### src/rtl/logic_op_stream.sv
// logic_op_stream
//   Registered, streaming bitwise-op unit. It applies AND/OR/XOR/NOR to WIDTH-bit
//   operand pairs. In single-shot mode it produces one result per accepted beat.
//   In accumulate mode it folds a burst of beats into one result.
//   Both sides use a valid/ready handshake.
//
// Ports
//   clk        clock, rising edge
//   rst_n      synchronous active-low reset
//   in_valid   input beat valid
//   in_ready   block can accept a beat (!out_valid || out_ready)
//   in_a/in_b  operands, WIDTH bits
//   in_op      00 AND, 01 OR, 10 XOR, 11 NOR
//   in_acc     1 = accumulate burst, 0 = single-shot
//   in_last    last beat of an accumulate burst
//   out_valid  result valid
//   out_ready  consumer takes result
//   out_y      result, WIDTH bits
//   out_beats  beats folded into out_y, saturating at 2^CNT_W-1
//   out_zero   registered (out_y == 0)
module logic_op_stream #(
    parameter int WIDTH = 8,
    parameter int CNT_W = 8
) (
    input  logic             clk,
    input  logic             rst_n,
    input  logic             in_valid,
    output logic             in_ready,
    input  logic [WIDTH-1:0] in_a,
    input  logic [WIDTH-1:0] in_b,
    input  logic [1:0]       in_op,
    input  logic             in_acc,
    input  logic             in_last,
    output logic             out_valid,
    input  logic             out_ready,
    output logic [WIDTH-1:0] out_y,
    output logic [CNT_W-1:0] out_beats,
    output logic             out_zero
);

    localparam logic [1:0] OP_AND = 2'b00;
    localparam logic [1:0] OP_OR  = 2'b01;
    localparam logic [1:0] OP_XOR = 2'b10;
    localparam logic [1:0] OP_NOR = 2'b11;

    typedef enum logic {IDLE, ACC} state_t;

    state_t            r_state;
    logic [WIDTH-1:0]  r_acc;
    logic [CNT_W-1:0]  r_cnt;
    logic [1:0]        r_op;
    logic              r_outValid;
    logic [WIDTH-1:0]  r_outY;
    logic [CNT_W-1:0]  r_outBeats;
    logic              r_outZero;

    logic              w_accept;
    logic [1:0]        w_opSel;
    logic [WIDTH-1:0]  w_beatVal;
    logic [WIDTH-1:0]  w_accNext;
    logic [CNT_W-1:0]  w_cntNext;
    logic [WIDTH-1:0]  w_result;
    logic              w_emit;

    // NOR is folded as OR; the inversion is applied once to the final result,
    // which makes a NOR burst equal to NOR over all operands.
    function automatic logic [WIDTH-1:0] foldOp(input logic [1:0] op,
                                                input logic [WIDTH-1:0] x,
                                                input logic [WIDTH-1:0] y);
        case (op)
            OP_AND:  foldOp = x & y;
            OP_OR:   foldOp = x | y;
            OP_XOR:  foldOp = x ^ y;
            default: foldOp = x | y;
        endcase
    endfunction

    assign in_ready = !r_outValid || out_ready;
    assign w_accept = in_valid && in_ready;

    // Inside a burst the locked op is used, so in_op is ignored in ACC.
    assign w_opSel   = (r_state == ACC) ? r_op : in_op;
    assign w_beatVal = foldOp(w_opSel, in_a, in_b);
    assign w_accNext = (r_state == ACC) ? foldOp(r_op, r_acc, w_beatVal) : w_beatVal;
    assign w_cntNext = (r_state == ACC)
                     ? ((r_cnt == {CNT_W{1'b1}}) ? r_cnt : r_cnt + CNT_W'(1))
                     : CNT_W'(1);

    // A single-shot result goes down the same path as a one-beat burst.
    assign w_result = (w_opSel == OP_NOR) ? ~w_accNext : w_accNext;
    assign w_emit   = w_accept && ((r_state == ACC) ? in_last : (!in_acc || in_last));

    always_ff @(posedge clk) begin
        if (!rst_n) begin
            r_state    <= IDLE;
            r_acc      <= '0;
            r_cnt      <= '0;
            r_op       <= OP_AND;
            r_outValid <= 1'b0;
            r_outY     <= '0;
            r_outBeats <= '0;
            r_outZero  <= 1'b0;
        end else begin
            if (w_emit) begin
                r_outValid <= 1'b1;
                r_outY     <= w_result;
                r_outBeats <= w_cntNext;
                r_outZero  <= (w_result == '0);
            end else if (out_ready) begin
                r_outValid <= 1'b0;
            end

            if (w_accept) begin
                case (r_state)
                    IDLE: begin
                        if (in_acc) begin
                            r_op  <= in_op;
                            r_acc <= w_accNext;
                            r_cnt <= w_cntNext;
                            if (!in_last) begin
                                r_state <= ACC;
                            end
                        end
                    end
                    ACC: begin
                        r_acc <= w_accNext;
                        r_cnt <= w_cntNext;
                        if (in_last) begin
                            r_state <= IDLE;
                        end
                    end
                    default: r_state <= IDLE;
                endcase
            end
        end
    end

    assign out_valid = r_outValid;
    assign out_y     = r_outY;
    assign out_beats = r_outBeats;
    assign out_zero  = r_outZero;

endmodule

### config.mk
export PLATFORM = sky130hd
export DESIGN_NAME = logic_op_stream
export DESIGN_NICKNAME = d
export VERILOG_FILES = /design/src/rtl/logic_op_stream.sv
export SDC_FILE = /design/constraint.sdc
export NUM_CORES = 1
export LEC_CHECK = 0
export CORE_MARGIN = 5
export CORE_UTILIZATION = 57
export DETAILED_ROUTE_END_ITERATION = 6
export PLACE_DENSITY = 0.84
export SLEW_MARGIN = 20
export SYNTH_ARGS = -nofsm -noshare
export SYNTH_HDL_FRONTEND = slang
export SYNTH_SLANG_ARGS = --single-unit
### constraint.sdc
create_clock -name clk -period 8.1 [get_ports clk]
set_input_delay 1.215 -clock clk [delete_from_list [all_inputs] [get_ports clk]]
set_output_delay 1.215 -clock clk [all_outputs]
set_load 0.01 [all_outputs]
# [After elaboration in Yosys (flattened, before gate mapping)]
# Index checks and enable logic that the tools add are counted.
[totals] regBits=37 wordCells=51
[classes] n_addsub=1 n_eq_ne=5 muxes=17 bitwise=8 reduce_logical=12
[ops] operator="one-hot mux 8 bit (2 select lines)" count=4
[ops] operator="two-way mux 8 bit" count=6
[ops] operator="bitwise AND 8 bit" count=2
[ops] operator="OR 8 bit" count=2
[ops] operator="XOR 8 bit" count=2
[ops] operator="adder 8 x 1 -> 8 bit (second input constant)" count=1
[ops] operator="equality test 8 bit (second input constant)" count=1
[ops] operator="logical NOT 8 bit" count=1
[ops] operator="inverter 8 bit" count=1
[ops] operator="equality test 2 bit (second input constant)" count=3
[ops] operator="two-way mux 1 bit" count=5
[ops] operator="logical NOT 2 bit" count=2
[ops] operator="AND reduction 3 bit" count=1
[ops] operator="logical AND 1 bit" count=2
[ops] operator="logical NOT 1 bit" count=2
[ops] operator="logical OR 1 bit" count=2
[ops] operator="two-way mux 2 bit" count=1
[ops] operator="inequality test 2 bit (second input constant)" count=1
[ops] operator="one-hot mux 1 bit (2 select lines)" count=1
[ops] operator="AND reduction 2 bit" count=1
[ops] operator="nonzero test 2 bit" count=1
[ops] operator="inverter 1 bit" count=1

# [Depth between registers and ports, before layout]
# Gate-level depths: netlist of the first run.
[depth] word_depth=9 ltp_mapped=14 mapped_depth_nobuf=14

# [Worst setup path before layout of the first run]
# No wires, ideal clock.
[synth_path] path_kind="input -> register" start="input in_op[0]" end="register r_outZero (netlist: out_zero)" setup_time_ns=0.060 t_arrival_ns=3.579 t_required_ns=8.040 slack_ns=4.462 cell_stages=13 path_buffers=2 cell_sequence="buf_6 -> clkbuf_1 -> nor3_1 -> a21oi_1 -> nand2b_1 -> o221a_2 -> ha_1 -> mux2_2 -> o211ai_1 -> nand2_1 -> or4_1 -> o21ai_1 -> a41o_1"
[synth_via] elab_chain_cells=9 word_cells_on_any_way=13 cone_classes="eq/ne (2); mux (5); bitwise (4); reduce/logical (2)"
[synth_rtl] item="start: declaration" line="31" source="input logic [1:0] in_op,"
[synth_rtl] item="two-way mux 2 bit (*)" line="82" source="assign w_opSel = (r_state == ACC) ? r_op : in_op;"
[synth_rtl] item="equality test 2 bit or logical NOT 2 bit (tied branches)" line="70" source="case (op)"
[synth_rtl] item="one-hot mux 8 bit (2 select lines)" line="70"
[synth_rtl] item="OR 8 bit (tied with other cells)" line="72, 74"
[synth_rtl] item="one-hot mux 8 bit (2 select lines)" line="70"
[synth_rtl] item="two-way mux 8 bit" line="84" source="assign w_accNext = (r_state == ACC) ? foldOp(r_op, r_acc, w_beatVal) : w_beatVal;"
[synth_rtl] item="inverter 8 bit" line="90" source="assign w_result = (w_opSel == OP_NOR) ? ~w_accNext : w_accNext;"
[synth_rtl] item="two-way mux 8 bit (*)" line="90"
[synth_rtl] item="logical NOT 8 bit (*)" line="108" source="r_outZero <= (w_result == '0);"
[synth_rtl] item="end signal: assignment" line="108"
[synth_rtl] item="end: declaration" line="55" source="logic r_outZero;"
# Mark *: on every way between the ends. The rest lies on a longest branch, timed or not.
# A chain may end at the register's enable or synchronous reset.

# [Final worst setup path of the first run]
# Same ends and word-level chain as after synthesis.

==> results of run 1 <==
==> metal layers <==
layer | share of wire | wire length (um)
met5 | 0 | 0
met4 | 0.016 | 104
met3 | 0.048 | 321
met2 | 0.52 | 3470
met1 | 0.41 | 2750
==> critical path, cell delays in order <==
cell and delay (ns):
clkdlybuf4s50_1 0.97, nand2b_1 0.25, nor2_1 0.06, a21oi_1 0.34, o221a_2 0.28, inv_1 0.04, ha_1 0.27, a211o_1 0.30
a32o_1 0.30, or4_1 0.52, o21ai_1 0.13, a41o_1 0.17
==> final timing paths <==
path / start / slack (ns) / end / cells after the start
hold / removal: out_beats[2]$_SDFFE_PN0P_ / 0.45 / out_beats[2]$_SDFFE_PN0P_ / 2
hold reg to reg: out_beats[2]$_SDFFE_PN0P_ / 0.45 / out_beats[2]$_SDFFE_PN0P_ / 2
setup / recovery: in_op[0] / 3.49 / out_zero$_SDFFE_PN0P_ / 12
setup reg to reg: r_op[0]$_SDFFE_PN0P_ / 4.48 / out_zero$_SDFFE_PN0P_ / 10
==> registers in the layout, indices dropped and copies added, names as in the netlist <==
| register | flops |
|---|---|
| r_state | 1 |
| r_op | 2 |
| out_valid | 1 |
| r_acc | 8 |
| out_zero | 1 |
| r_cnt | 8 |
| out_beats | 8 |
| out_y | 8 |
==> layout by cell type, fill, tap and decap left out, types with 2 or more instances in the layout <==
cell type | Yosys | final
a211oi_1 | 16 | 16
a21boi_0 | 2 | 2
a21oi_1 | 26 | 26
a31oi_1 | 2 | 2
and2_1 | 2 | 2
and3_1 | 4 | 4
buf_4 | 0 | 5
clkbuf_8 | 0 | 6
clkdlybuf4s50_1 | 0 | 42
dfxtp_1 | 37 | 37
ha_1 | 33 | 33
inv_1 | 37 | 37
mux2_2 | 15 | 15
mux2_4 | 2 | 2
mux2i_1 | 7 | 7
nand2_1 | 44 | 44
nand2b_1 | 3 | 3
nand3_1 | 6 | 6
nand3b_1 | 2 | 2
nand4_1 | 3 | 3
nor2_1 | 38 | 38
nor2b_1 | 2 | 2
nor3_1 | 4 | 4
o211ai_1 | 10 | 10
o21ai_0 | 19 | 19
o21ai_1 | 2 | 2
o221a_2 | 5 | 5
or2_2 | 2 | 2
or4_1 | 2 | 2
xnor2_1 | 11 | 11
==> area by class of cell <==
cell class	count	area, um2	area share
well taps	67	83.8	0.0248
clock buffers	7	86.3	0.0255
repair buffers	47	458	0.135
multi-input cells	273	1880	0.554
inverters	37	139	0.0411
flip-flops and latches	37	741	0.219
==> kinds of logic after synthesis <==
group	count (synthesis)	synth area share
AOI/OAI and AO/OA	91	0.207
xor gates and xnor gates	11	0.0335
adders and majority gates	33	0.144
buffers and inverters	62	0.0905
DFF	37	0.258
muxes	24	0.0935
and+or+nand+nor	114	0.175
==> stage by stage <==
stage                     utilization  power [W]  std cells  worst slack [ns]  area (um2)
after CTS                       0.702   0.000473        468              3.52        3380
final                           0.702   0.000471        468              3.49        3380
after detailed placement        0.684   0.000345        461              3.25        3300
after floorplan                     -   0.000299        372              4.46        2880
after global placement          0.684   0.000339        461              3.40        3300
after global routing            0.702   0.000501        468              3.24        3380
==> power groups by stage <==
stage	registers, W	clock network (W)	logic (W)
detailed placement	0.000207	0	0.000138
finish	0.000203	0.000130	0.000138
CTS	0.000203	0.000132	0.000139
global placement	0.000206	0	0.000133
floorplan	0.000204	0	0.0000953
global route	0.000204	0.000141	0.000155
==> results.sh, run 1 <==
export IMPL_yosysMostFrequentCell="nand2_1"
export IMPL_pwr_share_comb=0.294
export IMPL_clock_sinks=37
export IMPL_synth_top_cell_by_area="dfxtp_1"
export IMPL_ys_flop_type="dfxtp_1"
export IMPL_grt_pass1_vias=2573
export IMPL_postCtsHoldBufs=0
export IMPL_fmax_mhz=217
export IMPL_ant_nets=0
export IMPL_rsz0062_at_grt="false"
export IMPL_drt_iter0_markers=141
export IMPL_maxSlewHeadroom=0.334
export IMPL_num_fill_cells=417
export IMPL_grt_pass1_wl_um=11200
export IMPL_cap_violations=0
export IMPL_use_met1=0.248
export IMPL_met3_usage=0.0366
export IMPL_grtUsageTotal=0.213
export IMPL_cts_root_buf="clkbuf_8"
export IMPL_whs_ns=0.455
export IMPL_core_rowCount=25
export IMPL_cts_buffer_depth=2
export IMPL_finalNetCount=458
export IMPL_peakVddDrop_mv=0.108
export IMPL_dp_hpwl_um=4940
export IMPL_cp_arrival_ns=4.85
export IMPL_syn_instance_count=372
export IMPL_grt_busiest_layer="met2"
export IMPL_p_seq_frac=0.430
export IMPL_diodes=0
export IMPL_drive_gt1_frac=0.0948
export IMPL_pin_count=43
export IMPL_die_w_um=81.0
export IMPL_htree_levels=2
export IMPL_min_path_type="reg -> reg"
export IMPL_dieHeight_um=81.0
export IMPL_grt_met2_usage=0.396
export IMPL_insertion_delay_ns=0.29
export IMPL_setup_violations=0
export IMPL_vias=2657
export IMPL_path_class="in -> reg"
export IMPL_internal_power_w=0.000326
export IMPL_synthesis_nets=429
export IMPL_hold_viol_final=0
export IMPL_grt_ovfl_total=0
export IMPL_ctsResizeCount=0
export IMPL_via_per_inst=5.68
export IMPL_period_needed_ns=4.61
export IMPL_cp_max_fo=25
export IMPL_ys_seq_area_frac=0.258
export IMPL_die_area_um2=6570
export IMPL_p_switching_w=0.000145
export IMPL_yosysWarnings=0
export IMPL_first_pass_iters=4
export IMPL_cts_tree="yes"
export IMPL_fin_crit_sh=0.570
export IMPL_cts_setup_buffers=0
export IMPL_drv_slew=0
export IMPL_finClkSkew_ns=0.00483
export IMPL_remaining_drc_errors=0
export IMPL_cts_buffers=5
export IMPL_clkTransAtPathRegs_ns=0.07
export IMPL_synth_edf_count=0
export IMPL_synth_seq_cells=37
export IMPL_grt_max_degree=36
export IMPL_tightest_slew_ns=0.998
export IMPL_coreArea_um2=4820
export IMPL_cp_data_required_time_ns=8.34
export IMPL_fin_setup_tns_ns=0
export IMPL_portBuffers=42
export IMPL_synth_commonest_cells="44 x nand2_1, 38 x nor2_1, 37 x dfxtp_1, 37 x inv_1, 33 x ha_1"
export IMPL_synth_top_area_frac=0.258
export IMPL_start_util=0.597
export IMPL_wire_per_inst_um=14.2
export IMPL_wl_um=6640
export IMPL_synth_area_top_cells="dfxtp_1 26%, ha_1 14%, mux2_2 5.9%, nand2_1 5.7%, nor2_1 5.0%"
export IMPL_p_leak_nw=1.42
export IMPL_async_flop_share=0
export IMPL_area_growth_synth_to_final_pct=17.6
export IMPL_status="finished clean"
export IMPL_syn_area_um2=2880
export IMPL_switching_share=0.308
export IMPL_synthDistinctLibCells=42
export IMPL_antenna_found_initial=0
export IMPL_critPathLaunchType="input pin"
export IMPL_postSynthAreaPerCell_um2=7.73
export IMPL_end_kind="flip-flop"
export IMPL_cellPowerDensity_nw_per_um2=139
export IMPL_gp_congestion=0.841
export IMPL_p_clk_frac=0.276
No activity file was read; power rests on OpenSTA's default activity.
==> inputs of run 2 (changes only) <==
Settings changed: CORE_UTILIZATION 57 to 50, PLACE_DENSITY 0.84 to 0.79.
Clock period 8.1 ns to 3.9 ns, I/O delays scaled along.
==> results.sh, run 2 (synthesis results as in run 1) <==
export IMPL_drv_slew=0
export IMPL_ctsResizeCount=0
export IMPL_drt_iter0_markers=130
export IMPL_drive_gt1_frac=0.111
export IMPL_cellPowerDensity_nw_per_um2=293
export IMPL_dieHeight_um=85.9
export IMPL_first_pass_iters=4
export IMPL_area_growth_synth_to_final_pct=19.7
export IMPL_cts_tree="yes"
export IMPL_placedCellCount=471
export IMPL_cp_data_required_time_ns=4.14
export IMPL_core_rowCount=27
export IMPL_clock_sinks=37
export IMPL_finalNetCount=463
export IMPL_wl_um=6500
export IMPL_rsz0062_at_grt="false"
export IMPL_met3_usage=0.0403
export IMPL_grt_pass1_wl_um=10700
export IMPL_cts_root_buf="clkbuf_8"
export IMPL_fmax_mhz=292
export IMPL_remaining_drc_errors=0
export IMPL_maxSlewHeadroom=0.301
export IMPL_grt_pass1_vias=2387
export IMPL_antenna_found_initial=0
export IMPL_cp_max_fo=4
export IMPL_finalNonFillerCells=479
export IMPL_gp_congestion=0.860
export IMPL_tightest_slew_ns=1.05
export IMPL_status="finished clean"
export IMPL_vias=2633
export IMPL_path_class="in -> reg"
export IMPL_portBuffers=42
export IMPL_num_fill_cells=489
export IMPL_setup_violations=0
export IMPL_grt_met2_usage=0.313
export IMPL_fin_crit_sh=0.878
export IMPL_peakVddDrop_mv=0.228
export IMPL_critPathLaunchType="input pin"
export IMPL_hold_viol_final=0
export IMPL_wire_per_inst_um=13.6
export IMPL_htree_levels=2
export IMPL_start_util=0.519
export IMPL_clkTransAtPathRegs_ns=0.07
export IMPL_ant_nets=0
export IMPL_grt_max_degree=44
export IMPL_dp_hpwl_um=4910
export IMPL_die_area_um2=7370
export IMPL_postCtsHoldBufs=0
export IMPL_cts_buffer_depth=2
export IMPL_use_met1=0.227
export IMPL_layout_common_cells="44 x nand2_1, 42 x clkdlybuf4s50_1, 38 x nor2_1, 37 x inv_1, 37 x dfxtp_1"
export IMPL_fin_setup_tns_ns=0
export IMPL_pin_count=43
export IMPL_insertion_delay_ns=0.29
export IMPL_cap_violations=0
export IMPL_layout_commonest_cell="nand2_1"
export IMPL_grt_ovfl_total=0
export IMPL_coreArea_um2=5540
export IMPL_grt_busiest_layer="met2"
export IMPL_end_kind="flip-flop"
export IMPL_finClkSkew_ns=0.00690
export IMPL_die_w_um=85.9
export IMPL_grtUsageTotal=0.180
export IMPL_cts_setup_buffers=0
export IMPL_period_needed_ns=3.42
export IMPL_p_leak_nw=1.46
export IMPL_diodes=0
export IMPL_cp_arrival_ns=3.66
export IMPL_min_path_type="reg -> reg"
export IMPL_finalPower_w=0.00101
export IMPL_cts_buffers=5
export IMPL_via_per_inst=5.50
run 2: cell types whose count changed in the layout (fill, tap and decap cells not counted):
cell | previous run | this run
clkbuf_1 | 1 | 0
buf_4 | 5 | 10
clkinv_2 | 0 | 1
clkbuf_8 | 6 | 7
run 2: area by class of cell:
type,count,area [um2],share of cell area
Timing Repair Buffer,52,495,0.144
Sequential cell,37,741,0.215
Tap cell,72,90.1,0.0262
Clock inverter,1,5.00,0.00145
Multi-Input combinational cell,273,1880,0.545
Clock buffer,7,96.3,0.0280
Inverter,37,139,0.0403
run 2: per-stage QoR:
step	hold slack (ns)	utilization	setup WS (ns)	area, um2
3_5_place_dp	0.445	0.603	0.201	3340
5_1_grt	0.484	0.621	0.305	3440
2_1_floorplan	0.461	-	0.798	2880
3_3_place_gp	0.446	0.603	0.283	3340
4_1_cts	0.455	0.621	0.494	3440
6_report	0.454	0.621	0.476	3440
run 2: where the power goes:
part	internal [W]	leakage (nW)	switching, W
clock network	0.000160	0.0542	0.000136
logic	0.000142	1.10	0.000155
registers	0.000399	0.303	0.0000175
total	0.000700	1.46	0.000308
run 2: path summary, 6_finish.rpt:
| kind | slack [ns] | cells after the start | startpoint | to |
|---|---|---|---|---|
| worst max-delay path | 0.48 | 14 | in_a[7] | out_zero$_SDFFE_PN0P_ |
| worst min-delay path | 0.45 | 2 | out_beats[1]$_SDFFE_PN0P_ | out_beats[1]$_SDFFE_PN0P_ |
| worst max register to register | 0.66 | 12 | r_op[1]$_SDFFE_PN0P_ | out_zero$_SDFFE_PN0P_ |
| worst min register to register | 0.45 | 2 | out_beats[1]$_SDFFE_PN0P_ | out_beats[1]$_SDFFE_PN0P_ |
run 2: routing by layer:
metal,part of all wire,vias to the layer above
li1,-,1345
met3,0.041,10
met4,0.012,0
met1,0.46,1221
met5,0,-
met2,0.49,57
run 2: worst max-delay path, stage by stage:
cell	delay, ns
clkdlybuf4s50_1	0.48
inv_1	0.04
ha_1	0.29
mux2_4	0.26
o21ai_0	0.25
nand2_1	0.14
inv_1	0.08
ha_1	0.21
mux2_2	0.26
o211ai_1	0.15
nand2_1	0.15
or4_1	0.43
mux2i_1	0.16
a41o_1	0.18
